$ cat src/rtl/bcd_msd_seq.sv
// Sequential binary-to-BCD converter (shift-add-3), one input bit per clock.
// Also reports the most significant nonzero decimal digit and its position.
module bcd_msd_seq #(
  parameter int W = 8,
  parameter int D = 3,
  localparam int IW = (D > 1) ? $clog2(D) : 1
) (
  input  logic            clk,
  input  logic            rst_n,
  input  logic            start,
  input  logic [W-1:0]    bin,
  output logic            busy,
  output logic            done,
  output logic [4*D-1:0]  bcd,
  output logic [3:0]      msd,
  output logic [IW-1:0]   msd_idx
);

  localparam int SW = 4 * D + W;
  localparam int CW = $clog2(W + 1);

  localparam logic [1:0] IDLE  = 2'd0;
  localparam logic [1:0] SHIFT = 2'd1;
  localparam logic [1:0] DONE  = 2'd2;

  logic [1:0]     state;
  logic [SW-1:0]  sr;
  logic [SW-1:0]  sr_adj;
  logic [SW-1:0]  sr_shift;
  logic [CW-1:0]  cnt;
  logic [4*D-1:0] final_digits;
  logic [3:0]     msd_comb;
  logic [IW-1:0]  msd_idx_comb;

  // All digit fields are corrected in parallel from the current register value.
  assign sr_adj[W-1:0] = sr[W-1:0];

  generate
    for (genvar gi = 0; gi < D; gi++) begin : g_add3
      logic [3:0] digit;
      assign digit = sr[W + 4*gi +: 4];
      assign sr_adj[W + 4*gi +: 4] = (digit >= 4'd5) ? digit + 4'd3 : digit;
    end
  endgenerate

  assign sr_shift     = sr_adj << 1;
  assign final_digits = sr_shift[SW-1:W];

  // Later (more significant) nonzero digits override earlier ones.
  always_comb begin
    msd_comb     = 4'd0;
    msd_idx_comb = '0;
    for (int k = 0; k < D; k++) begin
      if (final_digits[4*k +: 4] != 4'd0) begin
        msd_comb     = final_digits[4*k +: 4];
        msd_idx_comb = IW'(k);
      end
    end
  end

  assign busy = (state == SHIFT);
  assign done = (state == DONE);

  always_ff @(posedge clk or negedge rst_n) begin
    if (!rst_n) begin
      state   <= IDLE;
      sr      <= '0;
      cnt     <= '0;
      bcd     <= '0;
      msd     <= 4'd0;
      msd_idx <= '0;
    end else begin
      case (state)
        IDLE, DONE: begin
          if (start) begin
            sr    <= {{(4*D){1'b0}}, bin};
            cnt   <= CW'(W);
            state <= SHIFT;
          end else begin
            state <= IDLE;
          end
        end
        SHIFT: begin
          sr  <= sr_shift;
          cnt <= cnt - CW'(1);
          // Last shift: publish results from the value being shifted in now.
          if (cnt == CW'(1)) begin
            state   <= DONE;
            bcd     <= final_digits;
            msd     <= msd_comb;
            msd_idx <= msd_idx_comb;
          end
        end
        default: state <= IDLE;
      endcase
    end
  end

endmodule

$ cat config.mk
export PLATFORM = sky130hd
export DESIGN_NAME = bcd_msd_seq
export DESIGN_NICKNAME = d
export VERILOG_FILES = /design/src/rtl/bcd_msd_seq.sv
export SDC_FILE = /design/constraint.sdc
export NUM_CORES = 1
export LEC_CHECK = 0
export CORE_ASPECT_RATIO = 0.6
export CORE_UTILIZATION = 41
export CTS_CLUSTER_DIAMETER = 200
export CTS_CLUSTER_SIZE = 40
export DETAILED_ROUTE_END_ITERATION = 10
export PLACE_DENSITY = 0.71
export SYNTH_ARGS = -nofsm -noshare
export SYNTH_HDL_FRONTEND = slang
export SYNTH_SLANG_ARGS = --single-unit
$ cat constraint.sdc
create_clock -name clk -period 2.4 [get_ports clk]
set_input_delay 0.48 -clock clk [delete_from_list [all_inputs] [get_ports clk]]
set_output_delay 0.48 -clock clk [all_outputs]
set_load 0.005 [all_outputs]
==> results of run 1 <==
[through the flow]
step                setup WS, ns  hold slack, ns
finish                    0.2474          0.2585
global route              0.1410          0.3043
global placement          0.3731          0.4598
CTS                       0.2363          0.2820
floorplan                 0.5096          0.1844
detailed placement        0.3426          0.4633
[worst reg2reg max path, stage by stage (launching register included)]
cell      delay, ns
dfrtp_1        0.48
inv_1          0.09
ha_1           0.25
nand2b_1       0.10
nand2b_1       0.07
o21ai_0        0.14
or4_1          0.66
o211ai_2       0.21
[final timing paths]
check	from	to	slack, ns	depth (start not counted)
hold / removal	rst_n	bcd[4]$_DFFE_PN0P_	0.26	2
setup reg to reg	sr[12]$_DFFE_PN0P_	msd[2]$_DFFE_PN0P_	0.32	7
min in group clk	sr[2]$_DFFE_PN0P_	sr[2]$_DFFE_PN0P_	0.48	2
hold reg to reg	sr[2]$_DFFE_PN0P_	sr[2]$_DFFE_PN0P_	0.48	2
setup / recovery	state[1]$_DFFE_PN0P_	busy	0.25	3
max in group asynchronous	rst_n	bcd[3]$_DFFE_PN0P_	1.77	2
[cell families after synthesis]
| logic type | count (synthesis) | synth area share |
|---|---|---|
| compound gates | 53 | 0.1761 |
| flops | 44 | 0.5343 |
| fa+ha+maj | 8 | 0.04858 |
| simple gates | 76 | 0.1761 |
| xor+xnor | 3 | 0.01275 |
| mux | 3 | 0.01457 |
| buf+inv | 19 | 0.03764 |
[Yosys cell counts]
cell type	instances
nand2_1	50
dfrtp_1	44
o21ai_0	15
a22o_1	9
inv_1	9
a21oi_1	8
ha_1	8
a22oi_1	7
clkbuf_1	7
nand2b_1	6
nor2_1	5
nor3b_1	4
mux2i_1	3
nor2b_1	3
xnor2_1	3
a21boi_0	2
o211ai_2	2
o21a_1	2
o21ai_1	2
or4_1	2
a211oi_1	1
a21oi_2	1
a221oi_1	1
a31oi_1	1
and3b_1	1
buf_2	1
clkinv_4	1
inv_2	1
nand2_2	1
nand2_4	1
nand3_1	1
nor3_1	1
nor3b_4	1
o211ai_1	1
o22ai_2	1
[power breakdown]
group | switching (µW) | total, µW | internal, µW
Combinational | 863 | 1660 | 802
Clock | 240 | 539 | 299
Sequential | 271 | 1350 | 1080
[cell usage in the layout (no fill, tap or decap), types with 5 or more instances in the layout]
master and count:
a21oi_1 8, a22o_1 9, a22oi_1 7, buf_4 6, clkbuf_8 5, clkdlybuf4s50_1 29
dfrtp_1 44, ha_1 8, inv_1 9, nand2_1 50, nand2b_1 6, nor2_1 5
o21ai_0 15
[layer usage]
layer / global-route usage / wire [µm] / vias to the layer above
met5: 0 / 0 / -
met4: 0.05495 / 48 / 0
met3: 0.04472 / 218 / 8
met2: 0.2511 / 1736 / 36
met1: 0.3000 / 2367 / 774
li1: - / - / 772
[registers in the layout, summed over array words and instances, names as in the netlist]
| name | flops |
|---|---|
| bcd | 12 |
| state | 2 |
| sr | 20 |
| msd | 4 |
| cnt | 4 |
| msd_idx | 2 |
[cell type report]
type / instances / area [µm²]
clock buffers: 5 / 68.82
well taps: 63 / 78.83
multi-input cells: 143 / 882.1
clock inverters: 1 / 30.03
repair buffers: 36 / 340.3
inverters: 11 / 46.29
fillers: 427 / 2160
flip-flops and latches: 44 / 1101
==> metrics.csv, run 1 <==
stage,metric,value,unit
outcome,status,completed,
sta,fmax,464.6,MHz
sta,fin_setup_tns,0,ns
place,port_buffers,30,
cts,clockBufferDepth,2,
cts,cts_root_buffer,clkbuf_8,
drt,wl,4.371,mm
floorplanning,core-area,4707,µm²
global_route,grt_usage,0.1887,
floorplanning,io_pins,31,
synth,syn_area_per_cell,10.00,µm²
drt,drc_errors,0,
cts,cts_sinks,44,
critical_path,startpoint_type,register,
critical_path,path_buf_inv,2,
synth,synth_top_area_frac,0.5343,
sta,worst_pin_slew,0.5481,ns
synth,synth_area,2061,µm²
job,maxCapViolations,0,
cts,post_cts_buffers,0,
power,ir_worst_vdd,0.0007029,V
floorplanning,die_w,93.53,µm
global_route,grt-ovfl-total,0,
synth,synth_fp_nets,225,
drt,antenna_left,0,
synth,ys_ff_latch,44,
critical_path,arrival,1.67,ns
global_route,grt_pass1_vias,1543,
critical_path,cp_cell_sequence,nand2b_1 -> inv_2 -> clkdlybuf4s50_1,
floorplanning,die_height,56.92,µm
place,gp_congestion,0.8076,
cts,cts_tree,yes,
global_route,antenna_found_initial,0,
critical_path,cp_max_fo,8,
floorplanning,start_util,0.4378,
final_layout,fin_nets,260,
place,place_hpwl,3.074,mm
floorplanning,die-area,5323,µm²
sta,finalHoldViolCount,0,
final_layout,drive_gt1_frac,0.09167,
drt,firstDrtPassIters,5,
place,dpl_cell_area,2449,µm²
power,total_power,3550,µW
place,placedCellCount,297,
drt,dr.first_iter.drc_count,105,
critical_path,cpPeakStageDelay,0.53,ns
final_layout,utilization,0.5412,
cts,path_clk_slew,0.07,ns
power,leakage,0.001186,µW
drt,avgRoutedWirePerCell,14.43,µm
drt,via_count,1590,
sta,setup_viol,0,
final_layout,fin_area,2547,µm²
sta,final_max_slew_viol_count,0,
final_layout,antennaDiodeCount,0,
critical_path,crit_type,reg2out,
cts,cts_hold_buffers,0,
synth,yosysWarnings,0,
critical_path,critPathTopFamily,buffers and inverters,
sta,rsz0062_at_grt,no,
synth,ys_seq_area_frac,0.5343,
critical_path,cp.required,1.92,ns
critical_path,critPathSlowestCell,clkdlybuf4s50_1,
global_route,grt_pass1_wl,7.590,mm
synth,synth.largest_area_cell,dfrtp_1,
sta,fin_crit_sh,0.8969,
final_layout,finalNonFillerCells,303,
drt,vias_per_cell,5.248,
power,powerDensity,1394,nW/µm²
synth,synth_area_leaders,"dfrtp_1, nand2_1, ha_1",
sta,slew_headroom,0.6346,
sta,fin_crit,2.153,ns
cts,htree_num_levels,2,
critical_path,cp-end-kind,output port,
floorplanning,row_count,19,
synth,ys_types,35,
synth,synthCells,206,
min_path,worstHoldPathType,in2async,
cts,ctsResizeCount,0,
sta,fin_skew,0.007259,ns
global_route,grt_max_degree,45,
cts,clk_latency,0.29,ns
final_layout,area_growth,23.62,%
cts,numCtsBuffers,5,
(Power assumes the default switching activity.)
==> run 2, diff against run 1 <==
- HOLD_SLACK_MARGIN: unset -> 0.15
==> results of run 2 <==
Same layout as run 1: the final DEF is identical, and so are final timing and power.
==> run 3, diff against run 2 <==
- TNS_END_PERCENT: unset -> 20
- clock period: 2.4 -> 2.6 ns (I/O delays scaled with it)
==> run 3 against run 2 <==
  * Power decreased by 10%
  * Non-clock buffer count decreased by 2
  * Sequential cell count unchanged
  * Die area unchanged
  * Combinational power decreased by 9%
  * Utilization decreased by 0.45 points
  * Clock skew increased by 0.0032 ns
  * First-iteration DRC count increased by 0.95%
  * Final area decreased by 0.83%
  * Critical path depth unchanged
  * Sequential power decreased by 8%
==> metrics.csv, run 3 (same netlist as run 1, synthesis figures left out) <==
stage,metric,value,unit,change
final_layout,antennaDiodeCount,0,,unchanged
floorplanning,die-area,5323,µm²,unchanged
cts,cts_tree,yes,,
job,maxCapViolations,0,,unchanged
floorplanning,row_count,19,,unchanged
final_layout,fin_area,2526,µm²,-0.83%
critical_path,r2r_cells,7,,unchanged
final_layout,layout_commonest_cell,nand2_1,,
final_layout,regMostFlops,sr,,
global_route,grt_pass1_wl,7.603,mm,+0.17%
drt,avgRoutedWirePerCell,14.09,µm,-2.3%
sta,finalHoldViolCount,0,,unchanged
critical_path,cp-end-kind,output port,,
power,ir_worst_vdd,0.0005768,V,-18%
power,total_power,3184,µW,-10%
drt,dr.first_iter.drc_count,106,,+0.95%
place,dp_slack,0.09340,ns,-0.2492 ns
final_layout,fin_nets,258,,-0.77%
global_route,grt_pass1_vias,1603,,+3.9%
final_layout,area_growth,22.59,%,
global_route,antenna_found_initial,0,,unchanged
place,dpl_cell_area,2434,µm²,-0.61%
drt,drc_errors,0,,unchanged
global_route,grt_max_degree,45,,unchanged
cts,post_cts_buffers,0,,unchanged
critical_path,arrival,1.78,ns,+0.11 ns
final_layout,largest_reg_flops,20,,unchanged
sta,fmax,434.7,MHz,
critical_path,cp_max_fo,10,,+2
sta,worst_pin_slew,0.7162,ns,+0.1681 ns
drt,via_count,1542,,-3.0%
outcome,status,completed,,
final_layout,seq_area,1101,µm²,unchanged
final_layout,multiInputGateArea,882.1,µm²,unchanged
drt,firstDrtPassIters,4,,-1
sta,slew_headroom,0.5215,,-0.1131
cts,htree_num_levels,2,,unchanged
cts,cts_hold_buffers,0,,unchanged
sta,fin_setup_tns,0,ns,unchanged
place,gp_congestion,0.8544,,+5.8%
critical_path,crit_type,reg2out,,
final_layout,final_cell_mix,"nand2_1, dfrtp_1, clkdlybuf4s50_1",,
sta,final_max_slew_viol_count,0,,unchanged
cts,numCtsBuffers,5,,unchanged
floorplanning,start_util,0.4378,,unchanged
cts,ctsResizeCount,0,,unchanged
critical_path,startpoint_type,register,,
power,powerDensity,1260,nW/µm²,-9.6%
cts,cts_root_buffer,clkbuf_8,,
drt,wl,4.269,mm,-2.3%
place,place_hpwl,3.065,mm,-0.27%
sta,whs,0.2917,ns,+0.03317 ns
sta,fin_ws,0.2998,ns,+0.05240 ns
critical_path,cp.required,2.08,ns,+0.16 ns
sta,fin_crit,2.300,ns,
global_route,grt_usage,0.1855,,-0.003123
cts,path_clk_slew,0.09,ns,+0.02 ns
cts,clockBufferDepth,2,,unchanged
global_route,grt-ovfl-total,0,,unchanged
place,port_buffers,30,,unchanged
sta,fin_skew,0.01042,ns,+0.003161 ns
min_path,worstHoldPathType,in2async,,
drt,antenna_left,0,,unchanged
sta,rsz0062_at_grt,no,,
floorplanning,die_w,93.53,µm,unchanged
drt,vias_per_cell,5.089,,-3.0%
cts,cts_sinks,44,,unchanged
power,leakage,0.001177,µW,-0.81%
floorplanning,io_pins,31,,unchanged
final_layout,biggestRegsByFlops,"sr x20, bcd x12",,
final_layout,nFillCells,436,,+2.1%
cts,clk_latency,0.29,ns,about the same
sta,setup_viol,0,,unchanged
sta,fin_crit_sh,0.8847,,
final_layout,drive_gt1_frac,0.09167,,unchanged
floorplanning,die_height,56.92,µm,unchanged
floorplanning,core-area,4707,µm²,unchanged
## run 3: cell types whose count changed in the layout (fill, tap and decap cells not counted), sizes merged
cell,before,now
buf,7,5
clkinv,1,3
bufinv,1,0
clkbuf,5,6
## run 3: final cells by class
class / instances / area share
clock buffers: 6 / 0.03269
clock inverters: 2 / 0.003962
inverters: 11 / 0.01833
multi-input cells: 143 / 0.3492
flip-flops and latches: 44 / 0.4359
well taps: 63 / 0.03120
repair buffers: 34 / 0.1288
## run 3: critical path, stage by stage, from the launching register on
cell and delay (ns):
dfrtp_1 0.37, nand2b_1 0.29, inv_2 0.26, clkdlybuf4s50_1 0.56
## run 3: path summary, 6_finish.rpt
check                                     start              endpoint  slack [ns]
max                        state[1]$_DFFE_PN0P_                  busy        0.30
min                                       rst_n  state[1]$_DFFE_PN0P_        0.29
max reg2reg                state[1]$_DFFE_PN0P_    msd[1]$_DFFE_PN0P_        0.43
min reg2reg                  bcd[9]$_DFFE_PN0P_    bcd[9]$_DFFE_PN0P_        0.48
max in group asynchronous                 rst_n    cnt[1]$_DFFE_PN0P_        1.92
min in group clk             bcd[9]$_DFFE_PN0P_    bcd[9]$_DFFE_PN0P_        0.48
## run 3: through the flow
stage / cells / util
final: 303 / 0.5367
after global routing: 303 / 0.5367
after CTS: 303 / 0.5367
after detailed placement: 295 / 0.5170
after global placement: 295 / 0.5170
after floorplan: 206 / -
## run 3: report_power, final
group	total, µW	internal (µW)	leakage (µW)	switching [µW]
combinational	1510	724	0.000574	784
sequential	1240	993	0.000551	247
clock	436	212	0.0000510	224
## run 3: layer usage
layer	vias to the layer above	GRT usage	share of wire
met1	732	0.2909	0.54
met2	36	0.2595	0.40
met3	3	0.03930	0.054
met4	0	0.04615	0.0049
li1	771	-	-
met5	-	0	0
